`config.mk`:
```
export PLATFORM = sky130hd
export DESIGN_NAME = pipeline_ctrl
export DESIGN_NICKNAME = d
export VERILOG_FILES = /design/src/rtl/pipeline_ctrl.sv
export SDC_FILE = /design/constraint.sdc
export NUM_CORES = 1
export LEC_CHECK = 0
export CORE_UTILIZATION = 45
export DETAILED_ROUTE_END_ITERATION = 6
export PLACE_DENSITY = 0.84
export SYNTH_ARGS = -nofsm -noshare
export SYNTH_HDL_FRONTEND = slang
export SYNTH_SLANG_ARGS = --single-unit
```
`constraint.sdc`:
```
create_clock -name clk -period 2.5 [get_ports clk]
set_clock_uncertainty 0.05 [all_clocks]
set_input_delay 0.5 -clock clk [delete_from_list [all_inputs] [get_ports clk]]
set_output_delay 0.5 -clock clk [all_outputs]
set_load 0.01 [all_outputs]
```
`src/rtl/pipeline_ctrl.sv`:
```
// pipeline_ctrl: stall/flush controller for a 5-stage in-order pipeline.
//
// Purpose: drives the PC and pipeline-register load enables and bubble flushes
// from data-memory waits, taken branches and register data hazards, and keeps
// saturating stall/flush event counters.
//
// Configuration: define FWD_EN when the datapath has full forwarding; the
// hazard rule then reduces to load-use against EX. Left undefined, any
// pending write in EX, MEM or WB to an ID source causes a stall.
//
// Ports:
//   clk, rst                     clock; asynchronous active-low reset
//   id_rs_addr/id_rt_addr        ID source addresses (ASIZE)
//   id_uses_rs/id_uses_rt        ID source actually read
//   ex_waddr/ex_write_en/ex_mem_to_reg   EX destination, write enable, load flag
//   mem_waddr/mem_write_en       MEM destination and write enable
//   wb_waddr/wb_write_en         WB destination and write enable
//   br_taken                     branch resolved taken in EX
//   dmem_req/dmem_ready          data-memory access in MEM / access complete
//   pc_en..memwb_en              load enables (combinational)
//   ifid_flush/idex_flush        bubble injection (combinational)
//   state                        FSM state: RUN=0, MWAIT=1, HAZ=2
//   stall_cnt/flush_cnt          saturating counters of stall / branch-flush cycles
module pipeline_ctrl #(
  parameter int unsigned ASIZE = 5
) (
  input  logic             clk,
  input  logic             rst,
  input  logic [ASIZE-1:0] id_rs_addr,
  input  logic [ASIZE-1:0] id_rt_addr,
  input  logic             id_uses_rs,
  input  logic             id_uses_rt,
  input  logic [ASIZE-1:0] ex_waddr,
  input  logic             ex_write_en,
  input  logic             ex_mem_to_reg,
  input  logic [ASIZE-1:0] mem_waddr,
  input  logic             mem_write_en,
  input  logic [ASIZE-1:0] wb_waddr,
  input  logic             wb_write_en,
  input  logic             br_taken,
  input  logic             dmem_req,
  input  logic             dmem_ready,
  output logic             pc_en,
  output logic             ifid_en,
  output logic             idex_en,
  output logic             exmem_en,
  output logic             memwb_en,
  output logic             ifid_flush,
  output logic             idex_flush,
  output logic [1:0]       state,
  output logic [15:0]      stall_cnt,
  output logic [15:0]      flush_cnt
);

  localparam int unsigned CW = 16;
  localparam logic [CW-1:0] CNT_MAX = '1;

  typedef enum logic [1:0] {
    ST_RUN   = 2'd0,
    ST_MWAIT = 2'd1,
    ST_HAZ   = 2'd2
  } state_t;

  state_t state_q;
  state_t state_d;

  logic hazard;
  logic freeze;
  logic mem_release;

  // A source depends on a producer only if it is really read, is not r0,
  // and the producer really writes that register.
  function automatic logic src_match(input logic             uses,
                                     input logic [ASIZE-1:0] src,
                                     input logic [ASIZE-1:0] dst,
                                     input logic             we);
    return uses && (src != '0) && we && (src == dst);
  endfunction

  // Hazard detection
`ifdef FWD_EN
  // Forwarding covers everything except a load result needed in the next cycle.
  logic unused_fwd_inputs;
  assign unused_fwd_inputs = ^{mem_waddr, mem_write_en, wb_waddr, wb_write_en};

  always_comb begin
    hazard = 1'b0;
    hazard = ex_mem_to_reg &&
             (src_match(id_uses_rs, id_rs_addr, ex_waddr, ex_write_en) ||
              src_match(id_uses_rt, id_rt_addr, ex_waddr, ex_write_en));
  end
`else
  // No forwarding: any in-flight write to a source must retire first.
  always_comb begin
    hazard = 1'b0;
    hazard = src_match(id_uses_rs, id_rs_addr, ex_waddr,  ex_write_en)  ||
             src_match(id_uses_rs, id_rs_addr, mem_waddr, mem_write_en) ||
             src_match(id_uses_rs, id_rs_addr, wb_waddr,  wb_write_en)  ||
             src_match(id_uses_rt, id_rt_addr, ex_waddr,  ex_write_en)  ||
             src_match(id_uses_rt, id_rt_addr, mem_waddr, mem_write_en) ||
             src_match(id_uses_rt, id_rt_addr, wb_waddr,  wb_write_en);
  end
`endif

  // Freeze while a memory access is outstanding; MWAIT keeps the freeze until ready.
  assign freeze      = !dmem_ready && (dmem_req || (state_q == ST_MWAIT));
  assign mem_release = (state_q == ST_MWAIT) && dmem_ready;

  // State register
  always_ff @(posedge clk or negedge rst) begin
    if (!rst) begin
      state_q <= ST_RUN;
    end else begin
      state_q <= state_d;
    end
  end

  // Next-state logic: memory wait > MWAIT release > branch > hazard > run
  always_comb begin
    state_d = state_q;
    if (freeze) begin
      state_d = ST_MWAIT;
    end else if (mem_release || br_taken) begin
      state_d = ST_RUN;
    end else if (hazard) begin
      state_d = ST_HAZ;
    end else begin
      state_d = ST_RUN;
    end
  end

  // Output logic; everything is held low while reset is asserted
  always_comb begin
    pc_en      = 1'b0;
    ifid_en    = 1'b0;
    idex_en    = 1'b0;
    exmem_en   = 1'b0;
    memwb_en   = 1'b0;
    ifid_flush = 1'b0;
    idex_flush = 1'b0;
    if (rst && !freeze) begin
      pc_en    = 1'b1;
      ifid_en  = 1'b1;
      idex_en  = 1'b1;
      exmem_en = 1'b1;
      memwb_en = 1'b1;
      if (br_taken) begin
        ifid_flush = 1'b1;
        idex_flush = 1'b1;
      end else if (hazard && !mem_release) begin
        // Hold IF/ID and PC, send a bubble into EX, let older stages drain.
        pc_en      = 1'b0;
        ifid_en    = 1'b0;
        idex_flush = 1'b1;
      end
    end
  end

  // Saturating event counters; ifid_flush is only ever raised by a taken branch
  always_ff @(posedge clk or negedge rst) begin
    if (!rst) begin
      stall_cnt <= '0;
      flush_cnt <= '0;
    end else begin
      if (!pc_en && (stall_cnt != CNT_MAX)) begin
        stall_cnt <= stall_cnt + CW'(1);
      end
      if (ifid_flush && (flush_cnt != CNT_MAX)) begin
        flush_cnt <= flush_cnt + CW'(1);
      end
    end
  end

  assign state = 2'(state_q);

endmodule

```
# [Yosys cells after proc, flatten, opt, wreduce, memory -nomap -nowiden]
# Index checks and enable logic that the tools add are counted.
[totals] reg_bits=34 elab_cells=59
[op_classes] n_addsub=2 eq_ne=9 n_mux=12 reduce_logical=33
[ops] op="$add 16x1->16 const B" n=2
[ops] op="$ne 16x16->1 const B" n=2
[ops] op="$eq 5x5->1" n=6
[ops] op="$logic_and 1x1->1" n=20
[ops] op="$reduce_bool 5->1" n=2
[ops] op="$mux 1" n=9
[ops] op="$logic_or 1x1->1" n=7
[ops] op="$mux 2" n=3
[ops] op="$logic_not 1->1" n=4
[ops] op="$eq 2x1->1 const B" n=1

# [Depth between registers and ports, before layout]
# Gate-level depths: netlist of run 1.
[depth] word_depth=15 ltp_mapped=9 ltp_nobuf=7

# [Worst setup path after synthesis of run 1]
# OpenSTA, ideal clock, no wires.
[synth_path] path_type="in2out" from="in id_rt_addr[1]" to="out pc_en" t_arrival_ps=1815 required_time_ps=1950 setup_slack_ps=135 path_stages=8 n_path_buf=2 path_cell_list="or4_1 o21ai_1 nor2_1 o31ai_2 nand3_4 buf_6 inv_2 buf_4"
[synth_via] elab_chain_cells=11 elab_cells_between_ends=18
[synth_rtl] item="start, declared" line_no="30" text="input logic [ASIZE-1:0] id_rt_addr,"
[synth_rtl] item="$reduce_bool 5->1" line_no="77" text="return uses && (src != '0) && we && (src == dst);"
[synth_rtl] item="$logic_and 1x1->1 (3 in a row)" line_no="77"
[synth_rtl] item="$logic_or 1x1->1" line_no="98" text="src_match(id_uses_rs, id_rs_addr, wb_waddr, wb_write_en) ||"
[synth_rtl] item="$logic_or 1x1->1" line_no="99" text="src_match(id_uses_rt, id_rt_addr, ex_waddr, ex_write_en) ||"
[synth_rtl] item="$logic_or 1x1->1 (*)" line_no="100" text="src_match(id_uses_rt, id_rt_addr, mem_waddr, mem_write_en) ||"
[synth_rtl] item="$logic_and 1x1->1 (*)" line_no="150" text="end else if (hazard && !mem_release) begin"
[synth_rtl] item="$mux 1 (*) (3 in a row)"
[synth_rtl] item="end, declared" line_no="43" text="output logic pc_en,"
# Every way passes the cells marked *; elsewhere a longest branch is shown, timed or not.

# [Worst setup path after layout of run 1]
[layout_path] from="in id_rt_addr[1]" to="out idex_flush"
[layout_via] elab_chain_cells=11 elab_cells_between_ends=18
[layout_rtl] item="$reduce_bool 5->1" line_no="77"
[layout_rtl] item="$logic_and 1x1->1 (3 in a row)" line_no="77"
[layout_rtl] item="$logic_or 1x1->1" line_no="98"
[layout_rtl] item="$logic_or 1x1->1" line_no="99"
[layout_rtl] item="$logic_or 1x1->1 (*)" line_no="100"
[layout_rtl] item="$logic_and 1x1->1 (*)" line_no="150"
[layout_rtl] item="$mux 1 (*)" line_no="150"
[layout_rtl] item="$mux 1 (*)" line_no="147" text="if (br_taken) begin"
[layout_rtl] item="$mux 1 (*)" line_no="141" text="if (rst && !freeze) begin"
[layout_rtl] item="end, declared" line_no="49" text="output logic idex_flush,"
# Marks and branches as above.

==> parameters.txt, run 1 <==
Parameter                              Value

Layout
  # diodes ... 0
  Layout-stage area growth over the synthesis result ... 48.4%
  Final Net Count ... around 340
  Post-route cell area ... between 3000 and 4000 sq um
  Ratio of cells with drive above 1 in the final layout ... 0.294

CTS
  Number of buffers on the longest clock path ... 2
  Clock buffers created by TritonCTS ... 5
  CTS tree ... built
  Max H-tree Level ... 2
  Number of clock sinks ... 34
  Reg clk slew, reported paths ... around 0.070 ns
  Clock insertion delay at the later pin of the skew report ... 0.29 ns
  Clock Root Buffer ... sky130_fd_sc_hd__clkbuf_8

Timing
  Final setup TNS ... -0.0370 ns
  Max frequency ... slightly below 0.4 GHz
  Setup slack of the critical path after layout ... -0.0370 ns
  Number of setup violations in the final report ... 1
  Fin crit share ... 1.01
  Total count of max-transition violations in the final report ... 0
  Slew HR ... 0.721
  Final critical path time including I/O delays and setup ... around 2.5 ns
  Hold Fails Final Rpt ... 0
  RSZ-0062 raised after global routing ... yes
  Actual slew at the worst max-slew pin ... 0.418 ns
  Hold Slack ... between 0.4 and 0.5 ns

Detailed routing
  Number of iterations in the first detailed-routing pass ... 6
  DRC ... 10
  Initial detailed-routing violation count ... just over 70
  Vias after detailed routing ... about 1.9k
  Routed Antenna Nets ... 0
  Drt via density ... ~5.3
  Wire length per cell ... 14.9 um
  Aggregate routed wire length ... ~5200 um

Setup path
  Critical path capture point type ... output pin
  Data arrival time at the worst-slack endpoint ... between 1.5 and 2 ns
  Worst-case reg-to-reg path depth ... 8
  Critical path buffers and inverters ... 2
  RR Startpoint ... state[0]
  Max FO, Critical Path ... 4
  Classification of the worst setup path ... input pin to output pin
  Gate family responsible for the most delay along the worst path ... simple AND/OR/NAND/NOR gates
  Critical R2R Capture ... stall_cnt[14]
  Critical path launch point type ... input pin
  Longest individual stage delay on the worst path ... roughly 0.25 ns
  Critical Path RT ... between 1.5 and 2 ns
  Crit path cell chain ... buf_2, xor2_1, nor4_2, and3_1, nor3_2, o22ai_1, a21oi_1, nor2b_1, buf_2
  CP max-delay cell ... sky130_fd_sc_hd__and3_1
  Top cell by count, worst path ... sky130_fd_sc_hd__buf_2
  Reg2Reg Setup Slack ... around 0.50 ns

Synth
  Flop and latch count out of synthesis ... 34
  Number of enable flip-flop cells after synthesis ... 0
  Number of instances in the synthesized netlist ... 196
  Post-synthesis net count ... between 200 and 250
  Number of synthesis warnings ... 0
  Netlist area before placement ... approximately 2100 sq um
  Ys flop type ... sky130_fd_sc_hd__dfrtp_1
  Share of synthesized area occupied by flip-flops and latches ... 0.402
  Async set or reset register ratio after synthesis ... 1.00
  Post-synthesis area per instance ... between 10 and 15 sq um
  Unique cell type count in the Yosys netlist ... 35

Placement
  Number of port buffers ... 75
  Cell Area, Placed ... around 3000 sq um
  Final HPWL DP ... around 4000 um
  Final estimated routing congestion in global placement ... ~0.95

Global routing
  Largest net degree at the start of global routing ... 35
  GRT Resource Usage Total ... 0.220
  Antenna violations before repair ... 0
  GR Overflow Total ... 0
  First-pass GRT wire length ... between 8000 and 9000 um
  Via count of the first global-routing pass ... approximately 1.8k

Power and ir drop
  Clock network fraction of total power ... 0.265
  Power, Total ... roughly 1.9 mW
  Total net switching power ... between 0.5 and 0.6 mW
  P_int ... about 1.3 mW
  Portion of total power attributed to combinational logic ... 0.327
  Lkg Pwr ... 1.41 nW
  Sequential cell fraction of total power ... 0.409
  Maximum resistive drop on vdd ... about 400 uV
  Ratio of total power to cell area ... between 600 and 700 nW/um^2
  Share of total power consumed by net switching ... 0.312

Min path
  Classification of the worst-slack hold path ... flop to flop
  Hold endpoint ... flush_cnt[5]
  Depth of the worst hold-timing path ... 1
  Worst min-delay path startpoint ... flush_cnt[5]

Die
  Die span in x ... 70.6 um
  Num ports ... 77
  Floorplan Core Area ... about 4400 sq um
  Die Y-Extent ... 70.6 um
  Cell row count ... 24
  Initial Util ... 0.476
  Area of the die ... between 4000 and 5000 sq um

Run
  Maximum Capacitance Violations ... 0

Run status
  Run status ... finished, violations left
  Failing checks ... DRC, setup timing
[layout by cell type, fill, tap and decap left out, types with 3 or more instances in the layout]
cell type	netlist	final
sky130_fd_sc_hd__mux2_1	4	4
sky130_fd_sc_hd__and3_1	16	16
sky130_fd_sc_hd__nor4_1	6	3
sky130_fd_sc_hd__dfrtp_1	34	34
sky130_fd_sc_hd__buf_4	3	28
sky130_fd_sc_hd__nand3_1	7	7
sky130_fd_sc_hd__nor4_2	0	3
sky130_fd_sc_hd__clkbuf_8	0	5
sky130_fd_sc_hd__xor2_1	27	26
sky130_fd_sc_hd__buf_2	0	9
sky130_fd_sc_hd__clkbuf_2	0	13
sky130_fd_sc_hd__and4_1	5	5
sky130_fd_sc_hd__nor2_1	3	3
sky130_fd_sc_hd__xnor2_1	30	30
sky130_fd_sc_hd__clkdlybuf4s50_1	0	43
sky130_fd_sc_hd__and2_1	5	4
sky130_fd_sc_hd__dlygate4sd2_1	0	5
sky130_fd_sc_hd__nand2_1	10	10
sky130_fd_sc_hd__nand3_2	8	8
sky130_fd_sc_hd__a21oi_1	3	3
sky130_fd_sc_hd__nand4_1	5	5
[routing by layer]
metal / GRT usage / wire, um
met4: 0.0778 / 109
met1: 0.249 / 2100
met5: 0 / 0
met2: 0.405 / 2710
met3: 0.0527 / 309
[worst register-to-register path, delay by kind of cell, from the launching register on]
family                 cells  cell delay (ns)
AND/OR/NAND/NOR            4             0.60
flip-flops                 1             0.39
multiplexers               1             0.32
AO/OA/AOI/OAI              2             0.31
buffers and inverters      1             0.23
[power groups by stage]
stage / Clock (mW) / Sequential [mW] / Combinational [mW]
after floorplan: 0 / 0.807 / 0.237
after global placement: 0 / 0.784 / 0.612
after detailed placement: 0 / 0.787 / 0.629
after CTS: 0.515 / 0.778 / 0.621
after global routing: 0.536 / 0.798 / 0.677
final: 0.503 / 0.778 / 0.621
[stage by stage]
step	util	cells	setup slack, ns
floorplan	-	196	0.135
global placement	0.677	334	-0.758
detailed placement	0.677	334	-0.800
CTS	0.712	348	-0.102
global route	0.706	351	-0.102
finish	0.706	351	-0.0370
[how the worst max path moves through the flow]
stage | startpoint | to | slack (ns) | cells after the start
2_1_floorplan | id_rt_addr[1] | pc_en | 0.13 | 8
3_3_place_gp | id_rt_addr[1] | idex_flush | -0.76 | 9
3_5_place_dp | id_rt_addr[1] | idex_flush | -0.80 | 9
4_1_cts | wb_waddr[1] | idex_flush | -0.10 | 9
5_1_grt | id_rt_addr[3] | idex_flush | -0.10 | 9
6_report | id_rt_addr[1] | idex_flush | -0.04 | 9
[timing repair]
action                                  CTS  global route
pin swaps                                15            17
buffers inserted                          6             3
hold buffers                              0             0
endpoints found under the setup margin   11             7
gates cloned                              0             0
gates resized for setup                  63            55
[state kept, by name (all words and copies together) (netlist names)]
name and cells:
flush_cnt 16, stall_cnt 16, state 2
[kinds of logic after synthesis]
kind of cell             count (synthesis)  share of synthesized area
buffers and inverters                    9                     0.0319
AO/OA/AOI/OAI                           11                     0.0414
AND/OR/NAND/NOR                         79                      0.255
adder cells (fa/ha/maj)                  2                     0.0118
multiplexers                             4                     0.0213
flip-flops                              34                      0.402
XOR/XNOR                                57                      0.236
[cell usage after synthesis, drive strengths merged, types with 3 or more instances]
master	number	share of area
dfrtp	34	0.40
xnor2	30	0.12
xor2	27	0.11
and3	18	0.058
nand3	17	0.071
nand2	10	0.018
and4	6	0.026
buf	6	0.027
nand4	6	0.021
nor4	6	0.018
and2	5	0.015
mux2	4	0.021
a21oi	3	0.0071
nor2	3	0.0053
[cell type report]
cell class / instances / area [sq um]
Fill cell: 332 / 1310
Multi-Input combinational cell: 153 / 1260
Sequential cell: 34 / 851
Timing Repair Buffer: 102 / 842
Clock buffer: 5 / 68.8
Tap cell: 52 / 65.1
Clock inverter: 3 / 45.0
Inverter: 2 / 7.51
No activity file was read; power rests on OpenSTA's default activity.
==> inputs of run 2 (changes only) <==
HOLD_SLACK_MARGIN = 0.08   (was not set)
==> results of run 2 <==
Same layout as run 1: the final DEF is identical, and so are final timing and power.
==> inputs of run 3 (changes only) <==
ABC_CLOCK_PERIOD_IN_PS = 2700   (was not set)
SLEW_MARGIN = 20   (was not set)
clock period = 2.7 ns   (was 2.5 ns; I/O delays follow)
==> run 3 against run 2 <==
Routed wire length decreased by 1.4%. Combinational power decreased by 7.4%. Final area down 0.40%. The flow finishes with violations (DRC). Register-to-register slack gained 0.15 ns. Cell count decreased by 2.0%. Critical endpoint unchanged. Sequential power decreased by 7.7%. Die area unchanged. Clock power decreased by 24%. Sequential share of layout area up 0.11 points. Hold slack improved by 0.0014 ns. Core utilization decreased by 0.28 points.
==> parameters.txt, run 3 (same netlist as run 1, synthesis figures left out) <==
Parameter                              Value

Setup path
  Critical path capture point type ... output pin
  Longest individual stage delay on the worst path ... 0.28 ns
  Data arrival time at the worst-slack endpoint ... between 2 and 2.5 ns
  Max FO, Critical Path ... 2
  Classification of the worst setup path ... input pin to output pin
  CP max-delay cell ... sky130_fd_sc_hd__nor4_1
  Crit path cell chain ... dlygate4sd2_1, xor2_1, nor4_1, and3_1, nor3_1, o22ai_1, a21oi_1, nor2b_1, buf_2
  Critical Path RT ... approximately 2.1 ns
  Critical path launch point type ... input pin

Power and ir drop
  Share of total power consumed by net switching ... 0.317
  Ratio of total power to cell area ... approximately 540 nW/um^2
  Total net switching power ... approximately 0.53 mW
  P_int ... 1.14 mW
  Maximum resistive drop on vdd ... between 200 and 250 uV
  Sequential cell fraction of total power ... 0.428
  Lkg Pwr ... 1.42 nW
  Clock network fraction of total power ... 0.229
  Portion of total power attributed to combinational logic ... 0.343

Die
  Num ports ... 77
  Floorplan Core Area ... roughly 4400 sq um
  Initial Util ... 0.476
  Area of the die ... about 5000 sq um
  Die Y-Extent ... 70.6 um
  Die span in x ... about 71 um
  Cell row count ... 24

Global routing
  GRT Resource Usage Total ... 0.219
  Largest net degree at the start of global routing ... 35
  First-pass GRT wire length ... about 8500 um
  GR Overflow Total ... 0
  Via count of the first global-routing pass ... 1851
  Antenna violations before repair ... 0

Run status
  Run status ... finished, violations left
  Failing checks ... DRC

CTS
  Clock buffers created by TritonCTS ... 5
  CTS tree ... built
  Number of clock sinks ... 34
  # hold bufs at CTS ... 0
  Reg clk slew, reported paths ... about 0.07 ns
  Clock Root Buffer ... sky130_fd_sc_hd__clkbuf_8
  Max H-tree Level ... 2
  Clock insertion delay at the later pin of the skew report ... between 0.2 and 0.3 ns
  Number of buffers on the longest clock path ... 2

Detailed routing
  Vias after detailed routing ... around 1.8k
  Number of iterations in the first detailed-routing pass ... 6
  Aggregate routed wire length ... around 5200 um
  DRC ... 11
  Routed Antenna Nets ... 0
  Initial detailed-routing violation count ... 96
  Drt via density ... around 5.3
  Wire length per cell ... ~15 um

Placement
  Number of port buffers ... 75
  Final HPWL DP ... 3910 um
  Final estimated routing congestion in global placement ... ~0.95
  Dpl cells ... 331
  Cell Area, Placed ... roughly 3000 sq um

Min path
  Classification of the worst-slack hold path ... flop to flop

Layout
  # diodes ... 0
  Post-route cell area ... approximately 3100 sq um
  Commonest cells after routing, fill and taps aside ... sky130_fd_sc_hd__clkdlybuf4s50_1 (45), sky130_fd_sc_hd__dfrtp_1 (34), sky130_fd_sc_hd__xnor2_1 (30)
  Final Net Count ... around 330
  Ratio of cells with drive above 1 in the final layout ... 0.223
  Fill count ... 342
  Filler-free cell count of the finished design ... 344
  Layout-stage area growth over the synthesis result ... 47.8%
  Most common cell after layout, fill and taps aside ... sky130_fd_sc_hd__clkdlybuf4s50_1

Timing
  Max frequency ... 0.374 GHz
  Total count of max-transition violations in the final report ... 0
  Slew HR ... 0.718
  Hold Slack ... 0.448 ns
  Hold Fails Final Rpt ... 0
  Final setup TNS ... 0 ns
  RSZ-0062 raised after global routing ... yes
  Final critical path time including I/O delays and setup ... between 2 and 3 ns
  Actual slew at the worst max-slew pin ... between 0.4 and 0.5 ns
  Fin crit share ... 0.990
  Number of setup violations in the final report ... 0

Run
  Maximum Capacitance Violations ... 0
[run 3: cell count changes in the layout (fill, tap and decap cells not counted), moves of 2 or more]
cell / change
sky130_fd_sc_hd__dlygate4sd2_1: +9
sky130_fd_sc_hd__buf_4: -8
sky130_fd_sc_hd__clkbuf_2: -8
sky130_fd_sc_hd__buf_2: -6
sky130_fd_sc_hd__dlymetal6s2s_1: +3
sky130_fd_sc_hd__clkdlybuf4s15_2: +2
sky130_fd_sc_hd__clkdlybuf4s50_1: +2
sky130_fd_sc_hd__clkinvlp_4: -2
[run 3: final cells by class]
class	instances	area, sq um	area share
well taps	52	65.1	0.0208
clock buffers	7	86.3	0.0276
clock inverters	1	5.00	0.00160
inverters	2	7.51	0.00240
flip-flops and latches	34	851	0.272
multi-input cells	153	1260	0.402
repair buffers	95	856	0.274
[run 3: worst max-delay path: cells and delay by family]
| kind | cells | cell delay [ns] |
|---|---|---|
| AOI/OAI and AO/OA | 2 | 0.25 |
| xor gates and xnor gates | 1 | 0.17 |
| buffers and inverters | 2 | 0.42 |
| and+or+nand+nor | 4 | 0.70 |
[run 3: timing repair]
action                     4_1_cts  5_1_grt
resized for setup               52       21
setup buffers                    4        1
pin swaps                       13       13
setup endpoints to repair        9        7
[run 3: per-stage QoR]
| step | setup slack, ns | util | total power [mW] |
|---|---|---|---|
| floorplan | 0.255 | - | 0.966 |
| global placement | -0.640 | 0.671 | 1.29 |
| detailed placement | -0.704 | 0.671 | 1.31 |
| CTS | -0.0186 | 0.699 | 1.69 |
| global route | -0.0398 | 0.704 | 1.78 |
| finish | 0.0262 | 0.704 | 1.68 |
[run 3: worst paths after layout]
| kind | from | end | slack (ns) | depth (start not counted) |
|---|---|---|---|---|
| worst min register to register | flush_cnt[8] | flush_cnt[8] | 0.45 | 1 |
| worst min-delay path | flush_cnt[8] | flush_cnt[8] | 0.45 | 1 |
| worst max register to register | state[0] | stall_cnt[14] | 0.65 | 8 |
| min in group asynchronous | rst | flush_cnt[13] | 0.68 | 2 |
| max in group asynchronous | rst | stall_cnt[3] | 1.61 | 2 |
| worst max-delay path | mem_waddr[1] | idex_flush | 0.03 | 9 |
[run 3: power by group through the flow]
stage          Combinational (mW)  Sequential, mW  Clock (mW)
2_1_floorplan               0.219           0.747           0
3_3_place_gp                0.563           0.726           0
3_5_place_dp                0.581           0.727           0
4_1_cts                     0.575           0.718       0.396
5_1_grt                     0.626           0.736       0.414
6_report                    0.575           0.718       0.384
[run 3: per-layer routing]
layer,up-vias,wire [um],track usage
met5,-,0,0
met4,0,147,0.109
met3,12,273,0.0385
met2,66,2660,0.394
met1,868,2070,0.253
li1,874,-,-
